File: src/rtl/conv3d_window_mac_pkg.sv
// Shared constants and helpers for the 3D convolution window MAC engine:
// FSM state codes, tap-count calculation and the saturating rescale.
package conv3d_pkg;

  localparam logic [1:0] ACCUM = 2'd0;
  localparam logic [1:0] FLUSH = 2'd1;
  localparam logic [1:0] OUT   = 2'd2;

  // Wide enough for any legal accumulator; narrower ones are sign-extended in.
  localparam int SAT_IN_W = 128;

  localparam logic signed [SAT_IN_W-1:0] SAT_HI = 128'sh7FFF_FFFF;
  localparam logic signed [SAT_IN_W-1:0] SAT_LO = -128'sh8000_0000;

  function automatic int calc_taps(input int kernel, input int in_ch);
    return in_ch * kernel * kernel * kernel;
  endfunction

  // Returns {sat, data[31:0]} for acc >>> frac clamped to the int32 range.
  function automatic logic [32:0] sat_shift(input logic signed [SAT_IN_W-1:0] acc,
                                            input int frac);
    logic signed [SAT_IN_W-1:0] r;
    r = acc >>> frac;
    if (r > SAT_HI) return {1'b1, 32'h7FFF_FFFF};
    if (r < SAT_LO) return {1'b1, 32'h8000_0000};
    return {1'b0, r[31:0]};
  endfunction

endpackage

File: src/rtl/conv3d_window_mac_mul_pipe.sv
// Two-stage registered signed 32x32 multiplier carrying the tap's
// valid/first/last sideband alongside the operands.
module conv3d_mul_pipe
  import conv3d_pkg::*;
(
  input  logic               clk,
  input  logic               rst_n,
  input  logic               in_valid,
  input  logic signed [31:0] a,
  input  logic signed [31:0] b,
  input  logic               in_first,
  input  logic               in_last,
  output logic               out_valid,
  output logic signed [63:0] product,
  output logic               out_first,
  output logic               out_last
);

  logic               s1_valid;
  logic               s1_first;
  logic               s1_last;
  logic signed [31:0] s1_a;
  logic signed [31:0] s1_b;

  always_ff @(posedge clk or negedge rst_n) begin
    if (!rst_n) begin
      s1_valid  <= 1'b0;
      out_valid <= 1'b0;
    end else begin
      s1_valid  <= in_valid;
      out_valid <= s1_valid;
    end
  end

  // NOTE: datapath registers carry no reset; they are only ever read while
  // their stage valid is set, so resetting them would add fan-out for nothing.
  always_ff @(posedge clk) begin
    if (in_valid) begin
      s1_a     <= a;
      s1_b     <= b;
      s1_first <= in_first;
      s1_last  <= in_last;
    end
    if (s1_valid) begin
      product   <= s1_a * s1_b;
      out_first <= s1_first;
      out_last  <= s1_last;
    end
  end

endmodule

File: src/rtl/conv3d_window_mac.sv
// Gather-style 3D convolution MAC: accumulates one window of (voxel, weight)
// taps, adds an optional bias, rescales, saturates and hands off one result.
module conv3d_window_mac
  import conv3d_pkg::*;
#(
  parameter int KERNEL    = 3,
  parameter int IN_CH     = 1,
  parameter int FRAC_BITS = 16,
  parameter int BIAS_EN   = 1,
  parameter int ACC_W     = 72
) (
  input  logic        clk,
  input  logic        rst_n,
  input  logic        valid_in,
  output logic        ready_in,
  input  logic [31:0] input_data,
  input  logic [31:0] weight_data,
  input  logic [31:0] bias_data,
  output logic        valid_out,
  input  logic        ready_out,
  output logic [31:0] output_data,
  output logic        sat_out
);

  localparam int TAPS  = calc_taps(KERNEL, IN_CH);
  localparam int CNT_W = (TAPS > 1) ? $clog2(TAPS) : 1;
  localparam logic [CNT_W-1:0] LAST_CNT = CNT_W'(TAPS - 1);

  logic [1:0]              state;
  logic [CNT_W-1:0]        tap_cnt;
  logic                    accept;
  logic                    is_first;
  logic                    is_last;
  logic signed [31:0]      bias_q;

  logic                    p_valid;
  logic signed [63:0]      p_data;
  logic                    p_first;
  logic                    p_last;
  logic                    s3_last;

  logic signed [ACC_W-1:0]    acc;
  logic signed [ACC_W-1:0]    preload;
  logic signed [ACC_W-1:0]    prod_ext;
  logic signed [SAT_IN_W-1:0] acc_ext;

  assign ready_in  = (state == ACCUM);
  assign valid_out = (state == OUT);
  assign accept    = valid_in && ready_in;
  assign is_first  = (tap_cnt == '0);
  assign is_last   = (tap_cnt == LAST_CNT);

  // NOTE: sequential state uses non-blocking assignments so every register
  // samples pre-edge values regardless of block ordering.
  always_ff @(posedge clk or negedge rst_n) begin
    if (!rst_n) begin
      tap_cnt <= '0;
      bias_q  <= '0;
    end else if (accept) begin
      tap_cnt <= is_last ? '0 : tap_cnt + CNT_W'(1);
      if (is_first) bias_q <= bias_data;
    end
  end

  conv3d_mul_pipe u_mul (
    .clk       (clk),
    .rst_n     (rst_n),
    .in_valid  (accept),
    .a         (input_data),
    .b         (weight_data),
    .in_first  (is_first),
    .in_last   (is_last),
    .out_valid (p_valid),
    .product   (p_data),
    .out_first (p_first),
    .out_last  (p_last)
  );

  // Bias is in integer units, so it is aligned to the product's binary point.
  assign preload  = (BIAS_EN != 0) ? (ACC_W'(bias_q) <<< FRAC_BITS) : '0;
  assign prod_ext = ACC_W'(p_data);
  assign acc_ext  = SAT_IN_W'(acc);

  always_ff @(posedge clk or negedge rst_n) begin
    if (!rst_n) begin
      acc     <= '0;
      s3_last <= 1'b0;
    end else begin
      s3_last <= p_valid && p_last;
      if (p_valid) acc <= (p_first ? preload : acc) + prod_ext;
    end
  end

  always_ff @(posedge clk or negedge rst_n) begin
    if (!rst_n) begin
      state       <= ACCUM;
      output_data <= '0;
      sat_out     <= 1'b0;
    end else begin
      case (state)
        ACCUM: if (accept && is_last) state <= FLUSH;
        FLUSH: begin
          // s3_last marks the cycle after the final tap landed in acc.
          if (s3_last) begin
            state                  <= OUT;
            {sat_out, output_data} <= sat_shift(acc_ext, FRAC_BITS);
          end
        end
        OUT:     if (ready_out) state <= ACCUM;
        default: state <= ACCUM;
      endcase
    end
  end

endmodule

File: config.mk
export PLATFORM = sky130hd
export DESIGN_NAME = conv3d_window_mac
export DESIGN_NICKNAME = d
export VERILOG_FILES = /design/src/rtl/conv3d_window_mac_pkg.sv /design/src/rtl/conv3d_window_mac_mul_pipe.sv /design/src/rtl/conv3d_window_mac.sv
export SDC_FILE = /design/constraint.sdc
export NUM_CORES = 2
export LEC_CHECK = 0
export CORE_ASPECT_RATIO = 2
export CORE_MARGIN = 1
export CORE_UTILIZATION = 65
export DETAILED_ROUTE_END_ITERATION = 10
export GPL_ROUTABILITY_DRIVEN = 0
export GPL_TIMING_DRIVEN = 0
export HOLD_SLACK_MARGIN = 0.15
export PLACE_DENSITY = 0.83
export SLEW_MARGIN = 30
export SYNTH_ARGS = -nofsm -noshare
export SYNTH_HDL_FRONTEND = slang
export SYNTH_SLANG_ARGS = --single-unit
File: constraint.sdc
create_clock -name clk -period 11.88 [get_ports clk]
set_input_delay 1.782 -clock clk [delete_from_list [all_inputs] [get_ports clk]]
set_output_delay 1.782 -clock clk [all_outputs]
set_load 0.02 [all_outputs]
==> results of run 1 <==
-- cells by family after synthesis --
logic type	after synthesis
AO/OA/AOI/OAI	498
flip-flops	279
adder cells (fa/ha/maj)	1341
AND/OR/NAND/NOR	1474
multiplexers	114
XOR/XNOR	131
buffers and inverters	1317
-- metal layers --
layer	GRT overflow	global-route usage (%)
met5	0	8.56
met4	62	53.1
met3	1	34.3
met2	62	75.9
met1	1	53.4
-- synth_stat cells (38+ instances only) --
cell type / count / area, sq um
a21o_1: 78 / 586
a21oi_1: 164 / 821
and2_1: 505 / 3160
clkbuf_1: 244 / 916
dfrtp_1: 147 / 3680
edfxtp_1: 132 / 3960
fa_1: 1083 / 21700
ha_1: 258 / 3230
inv_1: 1063 / 3990
mux2_2: 109 / 1230
nand2_1: 630 / 2360
nand4_1: 38 / 238
nor2_1: 144 / 541
o21ai_0: 114 / 571
xnor2_1: 83 / 727
xor2_1: 47 / 412
-- stage by stage --
| stage | instance area, sq um | setup WS (ns) | std cells |
|---|---|---|---|
| after detailed placement | 53100 | 1.64 | 6314 |
| after CTS | 54100 | 1.64 | 6366 |
| after floorplan | 50300 | 3.73 | 5154 |
| after global placement | 52900 | 1.65 | 6310 |
==> metrics.csv, run 1 <==
metric,value,unit
yosys_warnings,0,
clockRootBuffer,clkbuf_16,
initial_utilization,65.6,%
failing_step,global routing (5_1_grt),
status,aborted with a tool error,
synth_area,50300,sq um
num_rows,144,
yosys_most_used_dff,dfrtp_1,
synth_fp_nets,6595,
synth-seq-cells,279,
seq_area_frac_synth,15.2,%
synth-compound-area-share,6.21,%
cts_buffer_depth,3,
postCtsResizedCells,0,
clock-sinks,279,
grt_usage,54.6,%
pin_count,135,
yosysUniqueCellTypes,75,
synthAdderAreaFrac,49.5,%
post-dp-hpwl,141,mm
cts-buffers-inserted,28,
die_h,395,microns
portBuffers,134,
grt_overflow,126,
htreeDepth,1,
synth_xor_area_share,2.31,%
avgSynthCellArea,9.76,sq um
ctsHoldBuffers,0,
synthSimpleGateAreaFrac,14.4,%
grt_max_degree,82,
grt_pass1_wl,305,mm
synth_top_family_by_area,adder cells,
die_x,199,microns
first_global_vias,47100,
syn_inst,5154,
synth_mux_area_share,2.54,%
post-cts-setup-buffer-count,0,
synth-edff-count,132,
ys_async_sr_fraction,52.7,%
stop_error,[ERROR GRT-0116] Global routing finished with congestion. Check the congestion regions in the DRC Viewer.,
==> run 2: changes to the inputs <==
CORE_ASPECT_RATIO = not set   (was 2)
CORE_UTILIZATION = 40   (was 65)
HOLD_SLACK_MARGIN = not set   (was 0.15)
PLACE_DENSITY = not set   (was 0.83)
PLACE_DENSITY_LB_ADDON = 0.15   (was not set)
==> run 2 against run 1 <==
Net effect:
- the flow now finishes without violations
- synthesized cell count stayed put
- synthesized area stayed put
==> metrics.csv, run 2 <==
metric,value,unit
fin_crit_sh,85.6,%
reg_top3,"acc x72, u_mul.product x64",
drive_above_1_share,4.64,%
status,completed,
setup.worst_path.class,register to register,
synth_fp_nets,6595,
tns,0,ns
grt_usage,27.8,%
regMostFlops,acc,
clkTransAtPathRegs,0.06,ns
portBuffers,134,
drv_cap,0,
slew_viol_final,0,
fin_area,55200,sq um
wirelength,173,mm
worstPathArrival,10.49,ns
place_ws,1.85,ns
seq_area_frac_synth,15.2,%
grt_overflow,0,
critPathCaptureType,register,
vias,36900,
crit_path_max_incr_delay,1.00,ns
first_global_vias,38600,
pin_count,135,
start_kind,register,
setup_viol,0,
die_x,357,microns
hold_ws,0.420,ns
cp.required,12.20,ns
syn_inst,5154,
avgRoutedWirePerCell,24.7,microns
drtIter0Drc,3483,
cp_common_cell,fa_1,
tritoncts,yes,
initial_utilization,40.5,%
firstDrtPassIters,5,
crit_slowest_cell,fa_1,
clock-sinks,279,
tightest_slew,1.15,ns
yosys_warnings,0,
clkLatencyLatePin,0.63,ns
post-dp-hpwl,139,mm
relSlewSlack,23.6,%
die-area,127000,sq um
ys_async_sr_fraction,52.7,%
synth_common_cells,"fa_1 (1083), inv_1 (1063), nand2_1 (630)",
synth-edff-count,132,
worstPathMaxFanout,10,
final_antenna_net_count,0,
yosys_most_used_dff,dfrtp_1,
ctsHoldBuffers,0,
hold_violations,0,
drc,0,
synth_top_cell_area_share,43.1,%
yosysMostFrequentCell,fa_1,
synth_area,50300,sq um
clockRootBuffer,clkbuf_16,
via_per_inst,5.26,
fmax,98.4,MHz
postCtsResizedCells,0,
layout_common_cells,"fa_1 (1082), inv_1 (1062), nand2_1 (630)",
cts_buffer_depth,3,
period_minus_slack,10.17,ns
grt_max_degree,82,
skew,0.0462,ns
num_rows,129,
htreeDepth,2,
coreArea,124000,sq um
nets,6774,
rsz0062_at_grt,false,
dpl-instance-area,53800,sq um
synthToLayoutAreaGrowth,9.63,%
yosysUniqueCellTypes,75,
avgSynthCellArea,9.76,sq um
hp-class,register to register,
post-cts-setup-buffer-count,0,
synth-seq-cells,279,
final_common_cell,fa_1,
largest_reg_flops,72,
fin_ws,1.71,ns
die_h,357,microns
synth.area.top_cells,"fa_1 (43%), inv_1 (7.9%), edfxtp_1 (7.9%)",
antenna_found_initial,9,
yosysTopAreaCell,fa_1,
grt_pass1_wl,255,mm
cts-buffers-inserted,39,
==> run 2: final timing paths <==
path | startpoint | cells past startpoint | to | slack (ns)
hold reg to reg | u_mul.s1_last$_DFFE_PP_ | 0 | u_mul.out_last$_DFFE_PP_ | 0.42
min in group asynchronous | rst_n | 1 | acc[6]$_DFFE_PN0P_ | 1.14
hold / removal | u_mul.s1_last$_DFFE_PP_ | 0 | u_mul.out_last$_DFFE_PP_ | 0.42
setup / recovery | u_mul.s1_a[31]$_DFFE_PP_ | 29 | u_mul.product[59]$_DFFE_PP_ | 1.71
setup reg to reg | u_mul.s1_a[31]$_DFFE_PP_ | 29 | u_mul.product[59]$_DFFE_PP_ | 1.71
max in group asynchronous | rst_n | 2 | acc[65]$_DFFE_PN0P_ | 9.91
==> run 2: logic make-up (layout without fill, tap and decap cells) <==
kind of cell	count (synthesis)	after routing	share of synthesized area, %
other	0	4	0
muxes	114	114	2.54
DFF	279	279	15.2
and+or+nand+nor	1474	1474	14.4
buffers and inverters	1317	1527	9.83
AOI/OAI and AO/OA	498	498	6.21
xor gates and xnor gates	131	131	2.31
adders and majority gates	1341	1341	49.5
==> run 2: routing by layer <==
metal / up-vias / routed length (microns) / track usage, %
li1: 16000 / - / -
met1: 18800 / 72300 / 38.0
met2: 1760 / 73800 / 41.7
met3: 398 / 17900 / 7.68
met4: 4 / 8620 / 11.1
met5: - / 41 / 0
==> run 2: final cells by class <==
cell class / instances / area (sq um)
clock inverter: 25 / 268
clock buffer: 47 / 1030
inverter: 1063 / 4000
fill: 12300 / 69100
antenna: 4 / 10.0
tap: 1637 / 2050
buffer: 254 / 1000
sequential: 279 / 7650
multi-input combinational: 3558 / 37700
timing repair buffer: 138 / 1430
==> run 2: critical path: cells and delay by family (launching register included) <==
kind | cells | cell delay, ns
fa+ha+maj | 9 | 4.79
buf+inv | 7 | 2.20
compound gates | 9 | 1.87
simple gates | 4 | 0.51
flops | 1 | 0.45
==> run 2: metrics by stage <==
stage               std cells  util (%)
floorplan                5154         -
global route             7002      44.4
finish                   7005      44.4
global placement         6925      43.2
CTS                      7000      44.4
detailed placement       6928      43.3
Power of run 2 is not shown: default switching activity piles up to over one toggle a cycle in this logic, so the estimate is an artifact.
